### src/rtl/control_direccion_if.sv
// -----------------------------------------------------------------------------
// control_direccion_if
//   Groups the button code coming from the input stage with the heading, pause
//   and movement-step signals that control_direccion hands to the snake update
//   logic.
//
//   Signals
//     boton_pres  [2:0]  registered button code (0 none, 1 arriba, 2 abajo,
//                        3 izquierda, 4 derecha, 5 pausa)
//     direccion   [2:0]  applied heading, always 1..4
//     pausado            1 = game paused
//     paso               one-cycle pulse: advance the snake one cell
//     cambio_dir         one-cycle pulse with paso when the heading changed
//
//   Modports
//     master  side that produces the button code and consumes the outputs
//     slave   control_direccion itself
// -----------------------------------------------------------------------------
interface control_direccion_if;
  logic [2:0] boton_pres;
  logic [2:0] direccion;
  logic       pausado;
  logic       paso;
  logic       cambio_dir;

  modport master (
    output boton_pres,
    input  direccion,
    input  pausado,
    input  paso,
    input  cambio_dir
  );

  modport slave (
    input  boton_pres,
    output direccion,
    output pausado,
    output paso,
    output cambio_dir
  );
endinterface

### src/rtl/control_direccion.sv
// -----------------------------------------------------------------------------
// control_direccion
//   Turns the button code from the input stage into single press events, keeps
//   the snake's applied and pending heading (blocking 180-degree reversals),
//   toggles pause, and generates the periodic movement step `paso`.
//
//   Parameters
//     TICKS_PASO   clk cycles per movement step (>= 2)
//     DIR_INICIAL  heading after reset (1..4)
//
//   Ports
//     clk      in   system clock, rising edge
//     reset_n  in   asynchronous, active-low reset
//     bus      slave modport of control_direccion_if
//                boton_pres in; direccion, pausado, paso, cambio_dir out
// -----------------------------------------------------------------------------
module control_direccion #(
  parameter int TICKS_PASO  = 6250000,
  parameter int DIR_INICIAL = 4
) (
  input  logic                 clk,
  input  logic                 reset_n,
  control_direccion_if.slave   bus
);

  localparam int             CW         = (TICKS_PASO > 1) ? $clog2(TICKS_PASO) : 1;
  localparam logic [CW-1:0]  CUENTA_MAX = CW'(TICKS_PASO - 1);
  localparam logic [2:0]     DIR_RST    = 3'(DIR_INICIAL);

  localparam logic [2:0] COD_NADA  = 3'd0;
  localparam logic [2:0] COD_ARR   = 3'd1;
  localparam logic [2:0] COD_ABA   = 3'd2;
  localparam logic [2:0] COD_IZQ   = 3'd3;
  localparam logic [2:0] COD_DER   = 3'd4;
  localparam logic [2:0] COD_PAUSA = 3'd5;

  typedef enum logic {
    EST_JUEGO = 1'b0,
    EST_PAUSA = 1'b1
  } estado_t;

  // Heading that would be a 180-degree reversal of `d`.
  function automatic logic [2:0] opuesto(input logic [2:0] d);
    logic [2:0] r;
    r = COD_NADA;
    case (d)
      COD_ARR: r = COD_ABA;
      COD_ABA: r = COD_ARR;
      COD_IZQ: r = COD_DER;
      COD_DER: r = COD_IZQ;
      default: r = COD_NADA;
    endcase
    return r;
  endfunction

  function automatic logic es_direccion(input logic [2:0] c);
    return (c >= COD_ARR) && (c <= COD_DER);
  endfunction

  estado_t       estado, estado_sig;
  logic [CW-1:0] cuenta, cuenta_sig;
  logic [2:0]    codigo_prev;
  logic [2:0]    dir_pend, dir_pend_sig;
  logic [2:0]    direccion, direccion_sig;
  logic          paso, paso_sig;
  logic          cambio_dir, cambio_sig;

  logic          evento;
  logic          ev_pausa;
  logic          ev_dir;
  logic          fin_periodo;

  // A press is a change of code towards a non-zero value; holding a key
  // therefore yields a single event. Codes 6 and 7 are ignored outright.
  assign evento      = (bus.boton_pres != codigo_prev) && (bus.boton_pres != COD_NADA);
  assign ev_pausa    = evento && (bus.boton_pres == COD_PAUSA);
  assign ev_dir      = evento && es_direccion(bus.boton_pres);
  assign fin_periodo = (estado == EST_JUEGO) && (cuenta == CUENTA_MAX);

  // ---- state register ----
  always_ff @(posedge clk or negedge reset_n) begin
    if (!reset_n) begin
      estado      <= EST_JUEGO;
      cuenta      <= '0;
      codigo_prev <= COD_NADA;
      dir_pend    <= DIR_RST;
      direccion   <= DIR_RST;
      paso        <= 1'b0;
      cambio_dir  <= 1'b0;
    end else begin
      estado      <= estado_sig;
      cuenta      <= cuenta_sig;
      codigo_prev <= bus.boton_pres;
      dir_pend    <= dir_pend_sig;
      direccion   <= direccion_sig;
      paso        <= paso_sig;
      cambio_dir  <= cambio_sig;
    end
  end

  // ---- next-state logic ----
  always_comb begin
    estado_sig    = estado;
    cuenta_sig    = cuenta;
    dir_pend_sig  = dir_pend;
    direccion_sig = direccion;
    paso_sig      = 1'b0;
    cambio_sig    = 1'b0;

    // Pause toggles on every pause press, including one landing on a step edge;
    // the step itself is decided from the pre-edge pause state.
    if (ev_pausa) begin
      estado_sig = (estado == EST_JUEGO) ? EST_PAUSA : EST_JUEGO;
    end

    // The counter freezes while paused so unpausing resumes the period.
    if (estado == EST_JUEGO) begin
      if (fin_periodo) begin
        cuenta_sig = '0;
      end else begin
        cuenta_sig = cuenta + CW'(1);
      end
    end

    // On a step the pending heading becomes the applied one. A direction press
    // on the same edge still sees the pre-edge dir_pend here and is queued
    // below for the following step.
    if (fin_periodo) begin
      direccion_sig = dir_pend;
      paso_sig      = 1'b1;
      cambio_sig    = (dir_pend != direccion);
    end

    // Reversal is judged against the applied heading, not the pending one, so
    // e.g. derecha -> arriba -> izquierda within one period keeps arriba.
    if (ev_dir && (estado == EST_JUEGO) && (bus.boton_pres != opuesto(direccion))) begin
      dir_pend_sig = bus.boton_pres;
    end
  end

  assign bus.direccion  = direccion;
  assign bus.pausado    = (estado == EST_PAUSA);
  assign bus.paso       = paso;
  assign bus.cambio_dir = cambio_dir;

endmodule

### src/flat_wrapper.sv
// flat-port wrapper written by rule: the top's interface ports become plain ports
module control_direccion_flat 
#(
  parameter int TICKS_PASO  = 6250000,
  parameter int DIR_INICIAL = 4
)
  (clk, reset_n, bus_boton_pres, bus_direccion, bus_pausado, bus_paso, bus_cambio_dir);
  control_direccion_if bus_i ();
  input  logic clk;
  input  logic reset_n;
  input wire logic [$bits(bus_i.boton_pres)-1:0] bus_boton_pres;
  output wire logic [$bits(bus_i.direccion)-1:0] bus_direccion;
  output wire logic [$bits(bus_i.pausado)-1:0] bus_pausado;
  output wire logic [$bits(bus_i.paso)-1:0] bus_paso;
  output wire logic [$bits(bus_i.cambio_dir)-1:0] bus_cambio_dir;
  assign bus_i.boton_pres = bus_boton_pres;
  assign bus_direccion = bus_i.direccion;
  assign bus_pausado = bus_i.pausado;
  assign bus_paso = bus_i.paso;
  assign bus_cambio_dir = bus_i.cambio_dir;
  control_direccion #(.TICKS_PASO(TICKS_PASO), .DIR_INICIAL(DIR_INICIAL)) u_core (.clk(clk), .reset_n(reset_n), .bus(bus_i));
endmodule
### config.mk
export PLATFORM = sky130hd
export DESIGN_NAME = control_direccion_flat
export DESIGN_NICKNAME = d
export VERILOG_FILES = /design/src/rtl/control_direccion_if.sv /design/src/rtl/control_direccion.sv /design/src/flat_wrapper.sv
export SDC_FILE = /design/constraint.sdc
export NUM_CORES = 1
export LEC_CHECK = 0
export ABC_CLOCK_PERIOD_IN_PS = 1850
export CAP_MARGIN = 15
export CORE_AREA = 2 2 58 60
export CTS_CLUSTER_SIZE = 12
export DETAILED_ROUTE_END_ITERATION = 16
export DIE_AREA = 0 0 60 62
export MAX_ROUTING_LAYER = met4
export PLACE_DENSITY = 0.8
export SYNTH_ARGS = -nofsm -noshare
export SYNTH_HDL_FRONTEND = slang
export SYNTH_SLANG_ARGS = --single-unit
### constraint.sdc
create_clock -name clk -period 1.85 [get_ports clk]
set_input_delay 0.185 -clock clk [delete_from_list [all_inputs] [get_ports clk]]
set_output_delay 0.185 -clock clk [all_outputs]
set_load 0.03 [all_outputs]
==> impl_metrics.py <==
metrics = {
    "sta": {
        "worst_slew_pin_slew_ns": 0.434,
        "hold_viol": 0,
        "setup_slack_ns": 0.0836,
        "rsz0062_at_grt": "no",
        "min_period_over_period_pct": 95.5,
        "timing.slew.headroom_pct": 71.0,
        "finClkSkew_ns": 0.00879,
        "finalSetupViolations": 0,
        "max_freq_ghz": 0.566,
        "period_minus_slack_ns": 1.77,
        "slew_viol_final": 0,
    },
    "yosys": {
        "ys.warnings.count": 0,
        "seq_area_frac_synth_pct": 50.3,
        "yosysMostFrequentCell": "dfrtp_1",
        "synth_edf_count": 0,
        "synthTopCellsByArea": "dfrtp_1 47%, xnor2_1 5.5%, xor2_1 5.0%, dfstp_2 3.0%, and4_1 2.5%",
        "synth_seq_cells": 35,
        "synth.distinct_cells": 42,
        "synthTopCellsByCount": "33 x dfrtp_1, 11 x xnor2_1, 10 x nand2_1, 10 x nor2_1, 10 x xor2_1",
        "synth_area_leader_cell": "dfrtp_1",
        "synth_top_area_share_pct": 47.2,
        "synthCells": 155,
        "avgSynthCellArea_um2": 11.3,
        "async_flop_share_pct": 100,
        "syn_area_um2": 1750,
        "syn_nets": 161,
        "synthFlopType": "dfrtp_1",
    },
    "floorplan": {
        "ios": 11,
        "row_count": 21,
        "dieArea_um2": 3720,
        "fp.coreArea_um2": 3180,
        "start_util_pct": 55.0,
        "die_h_um": 62,
        "die_width_um": 60,
    },
    "clock_network": {
        "clock_latency_ns": 0.34,
        "cts-buffers-inserted": 5,
        "postCtsHoldBufs": 0,
        "clockRootBuffer": "clkbuf_4",
        "cts.sink_count": 35,
        "cts_buffer_depth": 2,
        "cts_tree": "built",
        "clkTransAtPathRegs_ns": 0.11,
        "h-tree-depth": 2,
    },
    "detailed_routing": {
        "wl_um": 3380,
        "firstDrtPassIters": 4,
        "routedWlPerCell_um": 14.9,
        "drtAntennaViolNets": 0,
        "drt_first_iter_violations": 62,
        "vias": 1299,
        "avgViaCountPerCell": 5.72,
        "drc": 0,
    },
    "power_and_ir_drop": {
        "p_int_mw": 1.29,
        "vdd_drop_max_v": 0.000543,
        "p_seq_share_pct": 53.0,
        "switching_share_pct": 31.3,
        "finalPower_mw": 1.87,
        "clkPwrFrac_pct": 21.5,
        "cellPowerDensity_nw_per_um2": 918,
        "power_switching_uw": 586,
        "leakage_nw": 0.912,
        "p_comb_share_pct": 25.5,
    },
    "worst_setup_path": {
        "start_kind": "flip-flop",
        "crit_type": "flip-flop to flip-flop",
        "cp_max_fo": 4,
        "cp.arrival_ns": 2.00,
        "end_kind": "flip-flop",
        "cp.required_ns": 2.08,
    },
    "placement": {
        "dp_slack_ns": -0.0474,
        "gp_congestion": 0.836,
        "port_buffers": 10,
        "hpwl_um": 2510,
    },
    "finish": {
        "final.fill_count": 256,
        "area_delta_synth_final_pct": 16.8,
        "diodes": 0,
        "nets": 186,
        "drive_gt1_share_pct": 19.3,
    },
    "global_routing": {
        "grt_use_total_pct": 21.1,
        "grt_max_degree": 36,
        "grt_pass1_vias": 1255,
        "antenna_found_initial": 0,
        "globalRouteOverflowTotal": 0,
        "grt_pass1_wl_um": 5510,
    },
    "job": {
        "maxCapViolCount": 0,
    },
    "worst_hold_path": {
        "min_path_type": "input port to async pin",
    },
    "run_status": {
        "status": "finished, final reports clean",
    },
}
[flip-flops by register name, indices dropped and copies added (netlist names)]
signal,cells
u_core.cuenta,23
u_core.bus.direccion,3
u_core.bus.cambio_dir,1
u_core.dir_pend,3
u_core.bus.paso,1
u_core.codigo_prev,3
u_core.bus.pausado,1
[timing repair]
item | CTS | global route
pin swaps | 0 | 1
endpoints found under the setup margin | 2 | 9
resized for setup | 2 | 2
endpoints found under the hold margin | 0 | 0
setup buffers | 0 | 2
[layout make-up]
class	count	area [µm²]	share of cell area, %
Sequential cell	35	880	43.1
Multi-Input combinational cell	111	840	41.1
Timing Repair Buffer	23	196	9.62
Tap cell	46	57.6	2.82
Clock buffer	6	41.3	2.02
Inverter	4	15.0	0.735
Clock inverter	2	12.5	0.613
[path summary, 6_finish.rpt]
check | startpoint | end | slack (ns) | depth (start not counted)
max in group asynchronous | reset_n | u_core.bus.direccion[2] | 1.27 | 2
max reg2reg | u_core.cuenta[0] | u_core.bus.direccion[0] | 0.08 | 5
max | u_core.cuenta[0] | u_core.bus.direccion[0] | 0.08 | 5
min | reset_n | u_core.cuenta[7] | 0.24 | 2
min reg2reg | u_core.cuenta[2] | u_core.cuenta[2] | 0.50 | 1
min in group clk | bus_boton_pres[0] | u_core.codigo_prev[0] | 0.41 | 1
[power by group through the flow]
| stage | combinational, mW | clock (mW) | sequential, mW |
|---|---|---|---|
| 6_report | 0.478 | 0.403 | 0.994 |
| 5_1_grt | 0.534 | 0.459 | 1.01 |
| 4_1_cts | 0.480 | 0.420 | 0.994 |
| 3_5_place_dp | 0.469 | 0 | 1.00 |
| 3_3_place_gp | 0.449 | 0 | 0.996 |
| 2_1_floorplan | 0.301 | 0 | 1.01 |
[layer usage]
layer	vias to the layer above	global-route usage [%]	part of all wire, %
met1	645	22.5	41
met5	-	-	0
met4	0	8.89	2.0
met2	29	36.5	53
met3	11	6.21	4.0
li1	614	-	-
[cells by family (layout without fill, tap and decap cells)]
| logic type | Yosys count | after routing | synth area share (%) |
|---|---|---|---|
| multiplexers | 5 | 5 | 3.22 |
| buffers and inverters | 9 | 35 | 2.58 |
| AND/OR/NAND/NOR | 63 | 63 | 24.5 |
| AO/OA/AOI/OAI | 21 | 21 | 8.23 |
| XOR/XNOR | 21 | 21 | 10.5 |
| adder cells (fa/ha/maj) | 1 | 1 | 0.716 |
| flip-flops | 35 | 35 | 50.3 |
[cell usage in the layout (no fill, tap or decap), types with 2 or more instances in the layout]
cell             synthesis  layout
mux2_1                   3       3
clkbuf_4                 0       5
xnor2_1                 11      11
nor4b_1                  2       2
dfrtp_1                 33      32
buf_4                    2      13
nor2_1                  10      10
o31ai_1                  3       3
nor3_2                   1       2
or4_1                    2       2
nand4_4                  2       2
and4b_1                  3       2
xor2_1                  10      10
inv_1                    4       4
o32a_1                   2       2
a21oi_1                  5       5
nand3_1                  7       7
mux2_2                   2       2
nand4_1                  4       4
clkdlybuf4s50_1          0       9
nand2_1                 10      10
o21ai_0                  5       5
or3_1                    3       3
dfstp_2                  2       2
and4_1                   5       5
nor3_1                   4       3
[metrics by stage]
stage | cell area, µm² | instances | setup TNS, ns | utilization [%] | hold WS (ns)
after floorplan | 1760 | 155 | -0.00664 | - | -0.111
after global placement | 1960 | 217 | 0 | 61.6 | 0.481
after detailed placement | 1960 | 217 | -0.0474 | 61.6 | 0.487
after CTS | 2020 | 225 | 0 | 63.6 | 0.238
after global routing | 2040 | 227 | 0 | 64.2 | 0.246
final | 2040 | 227 | 0 | 64.2 | 0.235
[worst max-delay path, cell delays in order (launching register included)]
cell and delay (ns):
dfrtp_1 0.39, ha_1 0.18, and4b_2 0.30, nand4_4 0.15
nor3_4 0.29, mux2_1 0.35
(Power assumes the default switching activity.)
